===== config.mk =====
export PLATFORM = sky130hd
export DESIGN_NAME = mem_arbiter
export DESIGN_NICKNAME = d
export VERILOG_FILES = /design/src/rtl/mem_arbiter.sv
export SDC_FILE = /design/constraint.sdc
export NUM_CORES = 1
export LEC_CHECK = 0
export BUFFER_PORTS_ARGS = -buffer_cell sky130_fd_sc_hd__buf_2
export CAP_MARGIN = 20
export CORE_AREA = 2 2 107 109
export DETAILED_ROUTE_END_ITERATION = 8
export DIE_AREA = 0 0 109 111
export GPL_ROUTABILITY_DRIVEN = 0
export SYNTH_ARGS = -nofsm -noshare
export SYNTH_HDL_FRONTEND = slang
export SYNTH_SLANG_ARGS = --single-unit

===== constraint.sdc =====
create_clock -name CLK -period 1.8 [get_ports CLK]
set_input_delay 0.36 -clock CLK [delete_from_list [all_inputs] [get_ports CLK]]
set_output_delay 0.36 -clock CLK [all_outputs]
set_load 0.01 [all_outputs]

===== src/rtl/mem_arbiter.sv =====
// mem_arbiter: arbitrates the single RAM port between the icache and dcache.
// The dcache has priority. A starvation guard forces an icache grant after
// STARVE_LIMIT consecutive dcache grants that were taken while the icache
// was waiting.
//
// Ports:
//   CLK, RST              clock, synchronous active-high reset
//   iREN, iaddr           icache read request (level) and word address
//   ihit, iload           icache completion pulse and read data
//   dREN, dWEN            dcache read/write requests (level)
//   daddr, dstore         dcache word address and write data
//   dhit, dload           dcache completion pulse and read data
//   ramREN, ramWEN        RAM read/write strobes
//   ramaddr, ramstore     RAM address and write data
//   ramload, ramstate     RAM read data and status (FREE/BUSY/ACCESS/ERROR)
//   owner                 current grant: 0 none, 1 icache, 2 dcache
//   err_count             saturating count of RAM ERROR responses
module mem_arbiter #(
    parameter int unsigned STARVE_LIMIT = 4,
    parameter int unsigned ERR_W        = 8
) (
    input  logic             CLK,
    input  logic             RST,
    input  logic             iREN,
    input  logic [31:0]      iaddr,
    output logic             ihit,
    output logic [31:0]      iload,
    input  logic             dREN,
    input  logic             dWEN,
    input  logic [31:0]      daddr,
    input  logic [31:0]      dstore,
    output logic             dhit,
    output logic [31:0]      dload,
    output logic             ramREN,
    output logic             ramWEN,
    output logic [31:0]      ramaddr,
    output logic [31:0]      ramstore,
    input  logic [31:0]      ramload,
    input  logic [1:0]       ramstate,
    output logic [1:0]       owner,
    output logic [ERR_W-1:0] err_count
);

    // Encodings chosen so that owner is simply the state value.
    typedef enum logic [1:0] {
        StIdle = 2'd0,
        StIsvc = 2'd1,
        StDsvc = 2'd2
    } state_e;

    localparam logic [1:0] RamAccess = 2'd2;
    localparam logic [1:0] RamError  = 2'd3;
    localparam logic [3:0] StarveMax = 4'(STARVE_LIMIT);

    state_e           r_state;
    state_e           w_state_d;
    logic [3:0]       r_starve_cnt;
    logic [3:0]       w_starve_d;
    logic [ERR_W-1:0] r_err_count;
    logic             w_err_inc;
    logic             w_dreq;

    assign w_dreq = dREN | dWEN;

    always_ff @(posedge CLK) begin
        if (RST) begin
            r_state      <= StIdle;
            r_starve_cnt <= 4'd0;
            r_err_count  <= '0;
        end else begin
            r_state      <= w_state_d;
            r_starve_cnt <= w_starve_d;
            if (w_err_inc && (r_err_count != '1)) begin
                r_err_count <= r_err_count + ERR_W'(1);
            end
        end
    end

    always_comb begin
        w_state_d  = r_state;
        w_starve_d = r_starve_cnt;
        w_err_inc  = 1'b0;
        ihit       = 1'b0;
        iload      = 32'd0;
        dhit       = 1'b0;
        dload      = 32'd0;
        ramREN     = 1'b0;
        ramWEN     = 1'b0;
        ramaddr    = 32'd0;
        ramstore   = 32'd0;

        unique case (r_state)
            StIdle: begin
                if (!iREN) begin
                    w_starve_d = 4'd0;
                end
                if (w_dreq && !(iREN && (r_starve_cnt == StarveMax))) begin
                    w_state_d = StDsvc;
                    if (iREN) begin
                        w_starve_d = r_starve_cnt + 4'd1;
                    end
                end else if (iREN) begin
                    w_state_d  = StIsvc;
                    w_starve_d = 4'd0;
                end
            end

            StIsvc: begin
                // Requester withdrew: strobes drop now, no hit, back to idle.
                if (!iREN) begin
                    w_state_d = StIdle;
                end else begin
                    ramREN  = 1'b1;
                    ramaddr = iaddr;
                    if (ramstate == RamAccess) begin
                        ihit      = 1'b1;
                        iload     = ramload;
                        w_state_d = StIdle;
                    end else if (ramstate == RamError) begin
                        w_err_inc = 1'b1;
                    end
                end
            end

            StDsvc: begin
                if (!w_dreq) begin
                    w_state_d = StIdle;
                end else begin
                    ramaddr  = daddr;
                    ramstore = dstore;
                    // Write takes precedence when both request lines are up.
                    ramWEN   = dWEN;
                    ramREN   = !dWEN;
                    if (ramstate == RamAccess) begin
                        dhit      = 1'b1;
                        dload     = dWEN ? 32'd0 : ramload;
                        w_state_d = StIdle;
                    end else if (ramstate == RamError) begin
                        w_err_inc = 1'b1;
                    end
                end
            end

            default: begin
                w_state_d = StIdle;
            end
        endcase
    end

    assign owner     = r_state;
    assign err_count = r_err_count;

endmodule

==> impl_metrics.prom <==
# TYPE chip_impl_metric gauge
chip_impl_info{name="outcome",value="finished, violations left"} 1
chip_impl_info{name="violations",value="setup timing"} 1
chip_impl_metric{name="max_slew.worst_pin.slew",unit="ns"} 0.340
chip_impl_metric{name="routed_wirelength",unit="mm"} 12.7
chip_impl_metric{name="static-leakage-power",unit="nW"} 2.52
chip_impl_metric{name="overflow",unit=""} 0
chip_impl_metric{name="total_power",unit="mW"} 2.05
chip_impl_metric{name="sequentialPowerShare",unit="%"} 16.3
chip_impl_metric{name="yosys.area.top_type_share",unit="%"} 30.7
chip_impl_metric{name="syn-mean-instance-area",unit="sq um"} 7.11
chip_impl_metric{name="max_freq",unit="MHz"} 488
chip_impl_info{name="timing.critical_path.cells",value="inv_2 -> ha_4 -> and2_4 -> buf_8 -> a22oi_2 -> nor2b_1 -> buf_2"} 1
chip_impl_metric{name="die-height",unit="microns"} 111
chip_impl_metric{name="numPortBuffers",unit=""} 276
chip_impl_metric{name="timing.final.crit_share",unit="%"} 114
chip_impl_metric{name="place.detailed.hpwl",unit="mm"} 8.19
chip_impl_metric{name="post-route-cell-area",unit="sq um"} 5050
chip_impl_metric{name="critical_path_required",unit="ns"} 1.44
chip_impl_metric{name="layout-drive-gt1-share",unit="%"} 76.2
chip_impl_metric{name="worst-path-max-fanout",unit=""} 6
chip_impl_metric{name="layout.filler_cells",unit=""} 1030
chip_impl_info{name="critPathLaunch",value="owner[1]"} 1
chip_impl_info{name="hold_path.startpoint",value="RST"} 1
chip_impl_metric{name="finalHoldViolations",unit=""} 0
chip_impl_info{name="ys_dominant_reg_cell",value="sky130_fd_sc_hd__dfxtp_1"} 1
chip_impl_metric{name="layout-area-overhead-vs-synth",unit="%"} 153
chip_impl_metric{name="power.share.switching",unit="%"} 33.9
chip_impl_metric{name="holdPathStages",unit=""} 3
chip_impl_metric{name="die-area",unit="sq um"} 12100
chip_impl_metric{name="path_clk_slew",unit="ns"} 0.05
chip_impl_info{name="timing_worst_setup_path_type",value="reg -> out"} 1
chip_impl_metric{name="cts.sinks",unit=""} 14
chip_impl_metric{name="clk_path_buf_depth",unit=""} 2
chip_impl_metric{name="design.final.nets",unit=""} 727
chip_impl_info{name="timing.rr.start",value="owner[0]"} 1
chip_impl_info{name="worstSetupEndpointType",value="output pin"} 1
chip_impl_metric{name="layout.core_utilization",unit="%"} 45.6
chip_impl_metric{name="cp.arrival",unit="ns"} 1.69
chip_impl_metric{name="floorplan_die_width",unit="microns"} 109
chip_impl_metric{name="grt_max_degree",unit=""} 34
chip_impl_metric{name="grt_pass1_vias",unit=""} 3167
chip_impl_metric{name="first_pass_iters",unit=""} 4
chip_impl_metric{name="synth.net_count",unit=""} 423
chip_impl_info{name="worstHoldPathType",value="in -> reg"} 1
chip_impl_metric{name="gr-usage-all-layers",unit="%"} 17.1
chip_impl_metric{name="postCtsHoldBufs",unit=""} 0
chip_impl_metric{name="max-slew-margin-rel",unit="%"} 77.3
chip_impl_metric{name="ys_warn_count",unit=""} 0
chip_impl_metric{name="placed_cell_areas",unit="sq um"} 3640
chip_impl_metric{name="ys_seq_elements",unit=""} 14
chip_impl_info{name="crit_slowest_cell",value="sky130_fd_sc_hd__dfxtp_4"} 1
chip_impl_metric{name="synth-seq-area-share",unit="%"} 14.0
chip_impl_info{name="yosysTopAreaCell",value="sky130_fd_sc_hd__and2_1"} 1
chip_impl_metric{name="antenna_violating_nets_post_route",unit=""} 0
chip_impl_metric{name="post_drt_wl_per_cell",unit="microns"} 17.5
chip_impl_metric{name="clock_latency_late_sink",unit="ns"} 0.25
chip_impl_info{name="ys_top_cells_by_area",value="sky130_fd_sc_hd__and2_1 31%, sky130_fd_sc_hd__dfxtp_1 14%, sky130_fd_sc_hd__a22oi_1 12%"} 1
chip_impl_metric{name="place_inst",unit=""} 693
chip_impl_metric{name="cell_int_power",unit="mW"} 1.35
chip_impl_metric{name="yosysUniqueCellTypes",unit=""} 43
chip_impl_metric{name="start_util",unit="%"} 18.0
chip_impl_metric{name="ff2ff_setup_slack",unit="ns"} -0.10
chip_impl_metric{name="drc",unit=""} 0
chip_impl_info{name="regToRegEndpoint",value="err_count[0]"} 1
chip_impl_info{name="cp-start-kind",value="register"} 1
chip_impl_metric{name="grt_first_pass_wirelength",unit="mm"} 16.3
chip_impl_metric{name="timing.clock.skew",unit="ns"} 0.000977
chip_impl_metric{name="count_of_placed_standard_cells_in_the_final_layout_fillers_left_out",unit=""} 726
chip_impl_metric{name="syn_area",unit="sq um"} 2000
chip_impl_metric{name="reg2reg_depth",unit=""} 9
chip_impl_metric{name="max_cap_viol_count",unit=""} 0
chip_impl_metric{name="power.ir.vdd_worst",unit="V"} 0.000384
chip_impl_info{name="rsz0062_at_grt",value="yes"} 1
chip_impl_info{name="holdPathEnd",value="owner[0]"} 1
chip_impl_metric{name="dr_total_vias",unit=""} 3379
chip_impl_info{name="mostFrequentLayoutCells",value="227 x sky130_fd_sc_hd__buf_2, 62 x sky130_fd_sc_hd__buf_6, 51 x sky130_fd_sc_hd__and2_4"} 1
chip_impl_info{name="layout_commonest_cell",value="sky130_fd_sc_hd__buf_2"} 1
chip_impl_metric{name="grt_antenna_before_repair",unit=""} 2
chip_impl_metric{name="relative_contribution_of_combinational_cells_to_total_power",unit="%"} 62.9
chip_impl_info{name="tritoncts",value="done"} 1
chip_impl_metric{name="synth_cells",unit=""} 281
chip_impl_metric{name="powerDensity",unit="nW/um^2"} 405
chip_impl_metric{name="core_area",unit="sq um"} 11100
chip_impl_metric{name="placement_rows",unit=""} 39
chip_impl_metric{name="final.setup.worst_slack",unit="ns"} -0.248
chip_impl_metric{name="timing.final.setup_violations",unit=""} 137
chip_impl_metric{name="antenna_diode_count",unit=""} 0
chip_impl_metric{name="timing.final.crit_period",unit="ns"} 2.05
chip_impl_metric{name="postSynth.asyncResetShare",unit="%"} 0
chip_impl_info{name="clock-root-buffer",value="sky130_fd_sc_hd__clkbuf_16"} 1
chip_impl_metric{name="cts-buffers-inserted",unit=""} 3
chip_impl_metric{name="ios",unit=""} 277
chip_impl_metric{name="crit_path_max_incr_delay",unit="ns"} 0.36
chip_impl_metric{name="power.clock.fraction",unit="%"} 20.8
chip_impl_metric{name="post_drt_via_cell_ratio",unit=""} 4.65
chip_impl_metric{name="final_sum_of_negative_setup_slack",unit="ns"} -21.22
chip_impl_metric{name="cts_max_level",unit=""} 1
chip_impl_metric{name="p_sw",unit="mW"} 0.694
chip_impl_metric{name="drt_iter0_markers",unit=""} 156
chip_impl_metric{name="synth_enable_flop_cells",unit=""} 0
chip_impl_metric{name="slew_violations",unit=""} 0
power by group through the flow:
stage / logic, mW / registers [mW] / clock network (mW)
finish: 1.29 / 0.333 / 0.426
global route: 1.35 / 0.334 / 0.448
CTS: 0.987 / 0.333 / 0.431
detailed placement: 0.720 / 0.335 / 0
global placement: 0.708 / 0.334 / 0
floorplan: 0.339 / 0.337 / 0
logic make-up (layout without fill, tap and decap cells):
family / Yosys count / after routing / share of synthesized area [%]
AOI/OAI and AO/OA: 59 / 59 / 21.6
adders and majority gates: 7 / 7 / 4.38
buffers and inverters: 29 / 331 / 6.07
DFF: 14 / 14 / 14.0
muxes: 2 / 2 / 1.13
and+or+nand+nor: 170 / 170 / 52.8
sequential cells by signal, summed over array words and instances, names as in the netlist:
name and cells:
err_count 8, owner 2, r_starve_cnt 4
final cells by class:
cell class	instances	area [sq um]	area share, %
Clock buffer	3	75.1	1.49
Inverter	5	21.3	0.421
Multi-Input combinational cell	238	2090	41.3
Sequential cell	14	285	5.65
Tap cell	143	179	3.54
Timing Repair Buffer	323	2400	47.6
per-layer routing:
| layer | track usage, % | wire (microns) | up-vias |
|---|---|---|---|
| met5 | 0 | 20 | - |
| met4 | 5.38 | 270 | 4 |
| met3 | 3.29 | 812 | 25 |
| met2 | 31.3 | 6810 | 166 |
| met1 | 19.6 | 4770 | 1608 |
| li1 | - | - | 1576 |
cells in the mapped netlist (3+ instances only):
cell                        n
sky130_fd_sc_hd__clkbuf_1  19
sky130_fd_sc_hd__nor2b_1   35
sky130_fd_sc_hd__and2_1    98
sky130_fd_sc_hd__o21ai_0    3
sky130_fd_sc_hd__nor2_1     9
sky130_fd_sc_hd__ha_1       7
sky130_fd_sc_hd__or4_1      3
sky130_fd_sc_hd__dfxtp_1   14
sky130_fd_sc_hd__a21oi_1    8
sky130_fd_sc_hd__nand3_1    3
sky130_fd_sc_hd__a22oi_1   32
sky130_fd_sc_hd__inv_1      5
sky130_fd_sc_hd__o31ai_1    4
sky130_fd_sc_hd__nand2_1    6
stage by stage:
stage	hold slack [ns]	worst slack [ns]
after floorplan	0.449	-0.0280
after global placement	0.471	-0.0844
after detailed placement	0.472	-0.121
after CTS	0.472	-0.195
after global routing	0.477	-0.323
final	0.445	-0.248
worst max-delay path by stage:
stage / to / slack (ns) / cells past startpoint
6_report: ramaddr[13] / -0.25 / 7
3_3_place_gp: ramaddr[10] / -0.08 / 7
4_1_cts: ramaddr[10] / -0.19 / 7
5_1_grt: ramaddr[13] / -0.32 / 7
2_1_floorplan: ramaddr[0] / -0.03 / 7
3_5_place_dp: ramaddr[10] / -0.12 / 7
repair_timing:
action / in CTS / in global routing
pin swaps: 12 / 63
resized for setup: 47 / 164
setup endpoints to repair: 134 / 138
setup buffers: 4 / 12
endpoints found under the hold margin: 0 / 0
cloned: 7 / 10
worst max-delay path: cells and delay by family (launching register included):
kind            cells  cell delay [ns]
fa+ha+maj           1             0.15
buf+inv             3             0.43
compound gates      1             0.10
flops               1             0.36
simple gates        2             0.40
Note: power is estimated with default switching activity, not from simulation.
